<file path="src/rtl/dmem_pkg.sv">
// Shared encodings for the data-memory access controller.
package dmem_pkg;
  localparam int RDW_W = 4;

  localparam logic [1:0] SZ_B = 2'b00;
  localparam logic [1:0] SZ_H = 2'b01;
  localparam logic [1:0] SZ_W = 2'b10;

  typedef enum logic [2:0] {
    S_IDLE, S_RD, S_WR, S_RMW_RD, S_RMW_WR, S_RESP
  } state_t;
endpackage

</file>
<file path="src/rtl/mem_lane_align.sv">
// Big-endian lane steering: load extract/extend and read-modify-write merge.
module mem_lane_align
  import dmem_pkg::*;
(
  input  logic [31:0] i_word,
  input  logic [1:0]  i_off,
  input  logic [1:0]  i_size,
  input  logic        i_signed,
  input  logic [31:0] i_wdata,
  output logic [31:0] o_rdata,
  output logic [31:0] o_merged
);
  logic [7:0]  w_byte;
  logic [15:0] w_half;

  always_comb begin
    w_byte = 8'h00;
    case (i_off)
      2'd0: w_byte = i_word[31:24];
      2'd1: w_byte = i_word[23:16];
      2'd2: w_byte = i_word[15:8];
      2'd3: w_byte = i_word[7:0];
      default: w_byte = 8'h00;
    endcase
    w_half   = i_off[1] ? i_word[15:0] : i_word[31:16];
    o_rdata  = i_word;
    o_merged = i_word;
    case (i_size)
      SZ_B: begin
        o_rdata = {{24{i_signed & w_byte[7]}}, w_byte};
        case (i_off)
          2'd0: o_merged[31:24] = i_wdata[7:0];
          2'd1: o_merged[23:16] = i_wdata[7:0];
          2'd2: o_merged[15:8]  = i_wdata[7:0];
          2'd3: o_merged[7:0]   = i_wdata[7:0];
          default: o_merged = i_word;
        endcase
      end
      SZ_H: begin
        o_rdata = {{16{i_signed & w_half[15]}}, w_half};
        if (i_off[1]) o_merged[15:0]  = i_wdata[15:0];
        else          o_merged[31:16] = i_wdata[15:0];
      end
      default: begin
        o_rdata  = i_word;
        o_merged = i_wdata;
      end
    endcase
  end
endmodule

</file>
<file path="src/rtl/dmem_access_ctrl.sv">
// Single-outstanding load/store initiator for the asynchronous word sram;
// sub-word stores are done as read-modify-write.
module dmem_access_ctrl
  import dmem_pkg::*;
#(
  parameter int RD_WAIT = 1
) (
  input  logic        i_clk,
  input  logic        i_rst_n,
  input  logic        i_req_valid,
  output logic        o_req_ready,
  input  logic        i_req_we,
  input  logic [1:0]  i_req_size,
  input  logic        i_req_signed,
  input  logic [31:0] i_req_addr,
  input  logic [31:0] i_req_wdata,
  output logic        o_resp_valid,
  output logic [31:0] o_resp_rdata,
  output logic        o_resp_misalign,
  output logic        o_mem_cs,
  output logic        o_mem_oe,
  output logic        o_mem_we,
  output logic [31:0] o_mem_addr,
  output logic [31:0] o_mem_din,
  input  logic [31:0] i_mem_dout
);
  localparam logic [RDW_W-1:0] WAIT_LD = RDW_W'(RD_WAIT - 1);

  state_t           r_state;
  logic             r_signed;
  logic [1:0]       r_size, r_off;
  logic [31:0]      r_wdata;
  logic [RDW_W-1:0] r_wait;
  logic             r_cs, r_oe, r_we, r_resp_valid, r_mis;
  logic [31:0]      r_addr, r_din, r_rdata;
  logic             w_misalign;
  logic [31:0]      w_rdata, w_merged;

  assign w_misalign = (i_req_size == 2'b11) ||
                      (i_req_size == SZ_H && i_req_addr[0]) ||
                      (i_req_size == SZ_W && i_req_addr[1:0] != 2'b00);

  mem_lane_align u_align (
    .i_word   (i_mem_dout),
    .i_off    (r_off),
    .i_size   (r_size),
    .i_signed (r_signed),
    .i_wdata  (r_wdata),
    .o_rdata  (w_rdata),
    .o_merged (w_merged)
  );

  always_ff @(posedge i_clk) begin
    if (!i_rst_n) begin
      r_state <= S_IDLE;
      r_signed <= 1'b0; r_size <= SZ_B; r_off <= 2'b00; r_wdata <= '0;
      r_wait <= '0;
      r_cs <= 1'b0; r_oe <= 1'b0; r_we <= 1'b0;
      r_addr <= '0; r_din <= '0;
      r_resp_valid <= 1'b0; r_rdata <= '0; r_mis <= 1'b0;
    end else begin
      r_resp_valid <= 1'b0;
      case (r_state)
        S_IDLE: if (i_req_valid) begin
          r_signed <= i_req_signed;
          r_size   <= i_req_size;
          r_off    <= i_req_addr[1:0];
          r_wdata  <= i_req_wdata;
          if (w_misalign) begin
            r_resp_valid <= 1'b1;
            r_mis        <= 1'b1;
            r_rdata      <= '0;
            r_state      <= S_RESP;
          end else begin
            r_addr <= {i_req_addr[31:2], 2'b00};
            r_cs   <= 1'b1;
            r_wait <= WAIT_LD;
            if (!i_req_we) begin
              r_oe    <= 1'b1;
              r_state <= S_RD;
            end else if (i_req_size == SZ_W) begin
              r_we    <= 1'b1;
              r_din   <= i_req_wdata;
              r_state <= S_WR;
            end else begin
              r_oe    <= 1'b1;
              r_state <= S_RMW_RD;
            end
          end
        end
        // Read data is sampled at the edge that ends the last wait cycle.
        S_RD, S_RMW_RD: begin
          if (r_wait != '0) begin
            r_wait <= r_wait - 1'b1;
          end else begin
            r_oe <= 1'b0;
            if (r_state == S_RD) begin
              r_cs         <= 1'b0;
              r_rdata      <= w_rdata;
              r_mis        <= 1'b0;
              r_resp_valid <= 1'b1;
              r_state      <= S_RESP;
            end else begin
              r_we    <= 1'b1;
              r_din   <= w_merged;
              r_state <= S_RMW_WR;
            end
          end
        end
        S_WR, S_RMW_WR: begin
          r_cs         <= 1'b0;
          r_we         <= 1'b0;
          r_rdata      <= '0;
          r_mis        <= 1'b0;
          r_resp_valid <= 1'b1;
          r_state      <= S_RESP;
        end
        S_RESP: begin
          r_mis   <= 1'b0;
          r_state <= S_IDLE;
        end
        default: r_state <= S_IDLE;
      endcase
    end
  end

  assign o_req_ready     = (r_state == S_IDLE);
  assign o_resp_valid    = r_resp_valid;
  assign o_resp_rdata    = r_rdata;
  assign o_resp_misalign = r_mis;
  assign o_mem_cs        = r_cs;
  assign o_mem_oe        = r_oe;
  assign o_mem_we        = r_we;
  assign o_mem_addr      = r_addr;
  assign o_mem_din       = r_din;
endmodule
</file>
<file path="config.mk">
export PLATFORM = sky130hd
export DESIGN_NAME = dmem_access_ctrl
export DESIGN_NICKNAME = d
export VERILOG_FILES = /design/src/rtl/dmem_pkg.sv /design/src/rtl/mem_lane_align.sv /design/src/rtl/dmem_access_ctrl.sv
export SDC_FILE = /design/constraint.sdc
export NUM_CORES = 1
export LEC_CHECK = 0
export ABC_AREA = 1
export CORE_MARGIN = 5
export CORE_UTILIZATION = 45
export CTS_CLUSTER_SIZE = 40
export DETAILED_ROUTE_END_ITERATION = 8
export MAX_ROUTING_LAYER = met4
export PLACE_DENSITY = 0.78
export SLEW_MARGIN = 20
export SYNTH_ARGS = -nofsm -noshare
export SYNTH_HDL_FRONTEND = slang
export SYNTH_SLANG_ARGS = --single-unit
</file>
<file path="constraint.sdc">
create_clock -name i_clk -period 1.4 [get_ports i_clk]
set_input_delay 0.28 -clock i_clk [delete_from_list [all_inputs] [get_ports i_clk]]
set_output_delay 0.28 -clock i_clk [all_outputs]
set_load 0.02 [all_outputs]
</file>
-- Yosys cells after proc, flatten, opt, wreduce, memory -nomap -nowiden
Index checks and enable logic that the tools add are counted.
- output and inout bits: 102
- latch bits: 0
- flip-flop bits (word level): 143
- memories kept: 0
- memory bits (writable): 0
- word-level logic and storage cells: 124
- memory bits (read-only): 0
- input port bits: 103
- add/subtract/negate cells: 1
- magnitude comparators: 0
- bitwise gates (word level): 3
- mux-type cells: 59
- div/mod/pow operators: 0
- shifts and indexed selects: 0
- eq/ne operators: 22
- reduce and logical (&&, ||, !) cells: 25
- $mul: 0
- operator list (operator ; number):
    $mux 32 ; 10
    $pmux 32 s2 ; 3
    $pmux 32 s3 ; 1
    $mux 16 ; 3
    $mux 8 ; 4
    $pmux 8 s4 ; 1
    $mux 1 ; 23
    $reduce_and 5->1 ; 4
    $reduce_and 7->1 ; 2
    $mux 4 ; 3
    $ne 2x2->1 const B ; 6
    $pmux 1 s3 ; 4
    $mux 3 ; 3
    $pmux 3 s3 ; 1
    $eq 2x2->1 const B ; 4
    $pmux 4 s2 ; 1
    $eq 2x1->1 const B ; 3
    $eq 3x2->1 const B ; 2
    $eq 3x3->1 const B ; 2
    $ne 2x1->1 const B ; 3
    $reduce_bool 3->1 ; 2
    $logic_not 2->1 ; 2
    $reduce_and 2->1 ; 2
    $reduce_and 4->1 ; 1
    other kinds (15) ; 20

-- Longest topological paths before layout
- depth in word-level cells: 7
- mapped depth: 12
- mapped depth without buffers: 11

-- By module
A second synthesis with hierarchy kept.
- cell total of the unflattened synthesis: 1317
- area total of the unflattened synthesis: 8142.8 um^2
- modules (own cells, without submodules) (module ; instances ; cells each ; seq. area each (um^2) ; area an instance (um^2)):
    dmem_access_ctrl ; 1 ; 929 ; 2862.7 ; 6199.7
    mem_lane_align ; 1 ; 388 ; 0.0 ; 1943.1

-- Worst setup path before layout
OpenSTA, ideal clock, no wires.
- path kind: register to register
- from: register r_wait[0]
- to: register r_rdata[0] (netlist: o_resp_rdata[0])
- clock period less this slack: 1490 ps
- data arrival time: 1377 ps
- path slack: -90 ps
- cell stages (with the launch flop): 12
- library setup time: 113 ps
- buffers on the path: 1
- data required time: 1287 ps
- cells stage by stage: dfxtp_1 -> inv_1 -> ha_1 -> nand2_1 -> nor2_1 -> nand2_2 -> nand2_2 -> nor2_8 -> inv_2 -> buf_6 -> o21ai_1 -> nor2_1
- cells in the longest elaborated chain, start to end: 3
- ends and longest elaborated chain (item ; line ; text):
    start, declared ; dmem_access_ctrl.sv:33 ; logic [RDW_W-1:0] r_wait;
    start signal, assigned ; dmem_access_ctrl.sv:94 ; r_wait <= r_wait - 1'b1;
    $reduce_bool 4->1 ; dmem_access_ctrl.sv:93 ; if (r_wait != '0) begin
    $ne 2x2->1 (no source line) ; -- ;
    $reduce_and 5->1 (no source line) ; -- ;
    end signal, assigned ; dmem_access_ctrl.sv:99 ; r_rdata <= w_rdata;
    end, declared ; dmem_access_ctrl.sv:35 ; logic [31:0] r_addr, r_din, r_rdata;
No other way between the ends.
A chain may end at the register's enable or synchronous reset.

-- Worst setup path after layout
- from: register r_state[2]
- to: register r_wait[1]
- cells in the longest elaborated chain, start to end: 4
- elaborated cells between the ends (all ways): 10
- those cells by class: eq/ne (5); mux (1); reduce/logical (4)
- ends and longest elaborated chain (item ; line ; text):
    start, declared ; dmem_access_ctrl.sv:29 ; state_t r_state;
    start signal, assigned ; dmem_access_ctrl.sv:55 ; r_state <= S_IDLE;
    start signal, assigned ; dmem_access_ctrl.sv:73 ; r_state <= S_RESP;
    start signal, assigned ; dmem_access_ctrl.sv:80 ; r_state <= S_RD;
    $eq 3x1->1 / $eq 3x2->1 (equally long branches) ; dmem_access_ctrl.sv:63 ; case (r_state)
    $reduce_or 2->1 ; dmem_access_ctrl.sv:63 ;
    $ne 2x2->1 (no source line) / $reduce_bool 2->1 (equally long branches) ; -- ;
    $reduce_and 4->1 (no source line) ; -- ;
Several ways; a longest one is shown, not always the timed one.

==> impl_metrics.py <==
metrics = {
    "drt": {
        "totalWireLength_um": 33900,
        "dr.pass1.iters": 5,
        "dr_total_vias": 9952,
        "drc": 0,
        "ant_nets": 0,
        "via_per_inst": 5.53,
        "drtIter0Drc": 1008,
        "wire_per_inst_um": 18.8,
    },
    "logic_synthesis": {
        "synth_cell_types": 33,
        "synth_area_sq_um": 7760,
        "synth_top_family_by_area": "simple AND/OR/NAND/NOR gates",
        "syn_avg_cell_area_sq_um": 6.33,
        "synth_seq_cells": 143,
        "synthCells": 1226,
        "synth-compound-area-share_pct": 17.9,
        "ys_seq_area_share_pct": 36.9,
        "synthArstFlopShare_pct": 0,
        "yosysWarnings": 0,
        "synth-xor-area-share_pct": 0.113,
        "synthSimpleGateAreaFrac_pct": 33.9,
        "synthAdderAreaFrac_pct": 0.322,
        "synth_enable_flop_cells": 0,
        "synth_mux_area_share_pct": 0,
        "synth-main-ff-cell": "dfxtp_1",
    },
    "cells_and_area": {
        "antennaDiodeCount": 0,
        "fin_area_sq_um": 13000,
        "syn_to_final_growth_pct": 67.4,
        "nets": 1667,
        "drive_above_1_share_pct": 33.9,
        "fin_util_pct": 76.0,
    },
    "critical_path": {
        "endpoint_kind": "flip-flop",
        "crit_fanout": 5,
        "arrival_ns": 2.13,
        "crit_type": "reg2reg",
        "start_kind": "flip-flop",
        "cp_data_required_time_ns": 1.76,
    },
    "placed_design": {
        "place_area_sq_um": 10900,
        "hpwl_um": 21400,
        "port_buffers": 202,
        "routabilityCongestion": 1.01,
    },
    "min_path": {
        "min_path_type": "in2reg",
    },
    "floorplanning": {
        "rows": 48,
        "core_region_area_sq_um": 17100,
        "die_h_um": 141,
        "initial_utilization_pct": 45.4,
        "die_w_um": 141,
        "dieArea_sq_um": 20000,
        "io_pins": 205,
    },
    "run_status": {
        "violations": "negative setup slack",
        "status": "finished, violations left",
    },
    "global_route": {
        "grt_max_degree": 48,
        "overflow": 0,
        "grt_antenna_before_repair": 0,
        "grt_pass1_wl_um": 50300,
        "grt_pass1_vias": 9636,
        "grt_usage_pct": 32.7,
    },
    "sta": {
        "hold_viol_final": 0,
        "max_clock_freq_mhz": 565,
        "slew_violations": 0,
        "rsz0062_at_grt": "yes",
        "setup_viol": 135,
        "clock_skew_ns": 0.00789,
        "min_period_over_period_pct": 126,
        "finalCriticalPeriod_ns": 1.77,
        "fin_tns_setup_ns": -23.65,
        "finalWorstSetupSlack_ns": -0.370,
    },
    "clock_tree": {
        "clkLatencyLatePin_ns": 0.43,
        "clk_pin_slew_ns": 0.07,
        "clock_sinks": 143,
        "root_buffer": "clkbuf_16",
        "numCtsBuffers": 17,
        "clockBufferDepth": 2,
        "cts_tree": "yes",
        "h-tree-depth": 4,
    },
    "power": {
        "irDropWorstVdd_v": 0.00161,
        "power_frac_comb_pct": 66.2,
        "p_int_mw": 17.4,
        "powerDensity_nw_per_um2": 2470,
        "clkPwrFrac_pct": 14.5,
        "power_switching_mw": 14.7,
        "seqPwrFrac_pct": 19.3,
        "total_power_mw": 32.1,
        "swShare_pct": 45.7,
        "p_leak_nw": 5.82,
    },
    "flow_run": {
        "max_cap_viol_count": 0,
    },
}
## power by group through the flow
stage	Sequential, mW	Clock [mW]	Combinational, mW
after global routing	6.33	4.87	22.6
after global placement	6.04	0	14.6
after floorplan	6.92	0	7.87
after CTS	6.09	4.66	19.5
final	6.20	4.65	21.3
after detailed placement	6.06	0	14.8
## cells in the mapped netlist, drive strengths merged (2+ instances only)
master,number,share of area [%]
nand2,353,17
dfxtp,143,37
a21oi,138,9.1
nor2,126,6.7
inv,120,5.8
nand3,113,7.6
o21ai,99,6.4
clkbuf,43,2.1
buf,34,3.0
or2,22,1.8
o211ai,15,1.5
o22ai,7,0.56
nand4,4,0.32
a31oi,2,0.16
ha,2,0.32
## worst paths after layout
path,from,to,slack [ns],depth (start not counted)
worst max-delay path,r_state[2],r_wait[1],-0.37,11
worst min-delay path,i_rst_n,r_state[2],0.22,3
worst max register to register,r_state[2],r_wait[1],-0.37,11
worst min register to register,o_mem_addr[17],o_mem_addr[17],0.45,2
## worst max-delay path, cell delays in order (launching register included)
cell and delay (ns):
dfxtp_2 0.33, buf_6 0.13, nor2_4 0.18, buf_4 0.14
buf_6 0.09, nand2_1 0.07, nor2_2 0.21, nor2_2 0.09
buf_4 0.16, nand2_2 0.09, nand2_2 0.06, a21oi_2 0.15
## flip-flops by register name, summed over array words and instances, names as in the netlist, 2 cells and up
name / count
o_mem_din: 32
o_resp_rdata: 32
r_wdata: 32
o_mem_addr: 30
r_wait: 4
r_state: 3
r_off: 2
r_size: 2
## placed cells by master (no fill, tap or decap), types with 43 or more instances in the layout
master           netlist  layout
clkdlybuf4s50_1        0     101
nand3_1              109      96
nand2_1              346     303
buf_4                  4     117
clkbuf_2               0      52
dfxtp_1              143     134
a21oi_1              134     106
o21ai_0               90      43
nor2_1               118      81
inv_1                112     101
## per-layer routing
metal / track usage (%) / routed length (um)
met1: 38.8 / 12700
met4: 14.8 / 1660
met5: - / 0
met2: 52.5 / 16400
met3: 7.99 / 3150
## kinds of logic (layout without fill, tap and decap cells)
logic type,after synthesis,in the layout
buf+inv,198,545
compound gates,263,263
simple gates,618,619
xor+xnor,1,1
other cells,1,2
fa+ha+maj,2,2
flops,143,143
## metrics by stage
step / hold slack [ns] / setup slack [ns] / std cells
after CTS: 0.195 / -0.208 / 1788
after floorplan: 0.405 / -0.0512 / 1227
after global placement: 0.411 / -0.524 / 1717
final: 0.224 / -0.370 / 1800
after detailed placement: 0.414 / -0.614 / 1717
after global routing: 0.231 / -0.418 / 1800
## what timing repair did
item / in CTS / in global routing
setup endpoints to repair: 230 / 223
pin swaps: 67 / 25
buffers inserted: 25 / 9
gates resized for setup: 422 / 201
hold buffers: 0 / 0
gates cloned: 15 / 4
## layout make-up
type / count / area (sq um)
clock buffers: 17 / 425
clock inverters: 15 / 169
fillers: 1264 / 4120
inverters: 121 / 477
multi-input cells: 887 / 4870
flip-flops and latches: 143 / 2880
well taps: 225 / 282
repair buffers: 391 / 3890
repair inverters: 1 / 6.26
(Power assumes the default switching activity.)
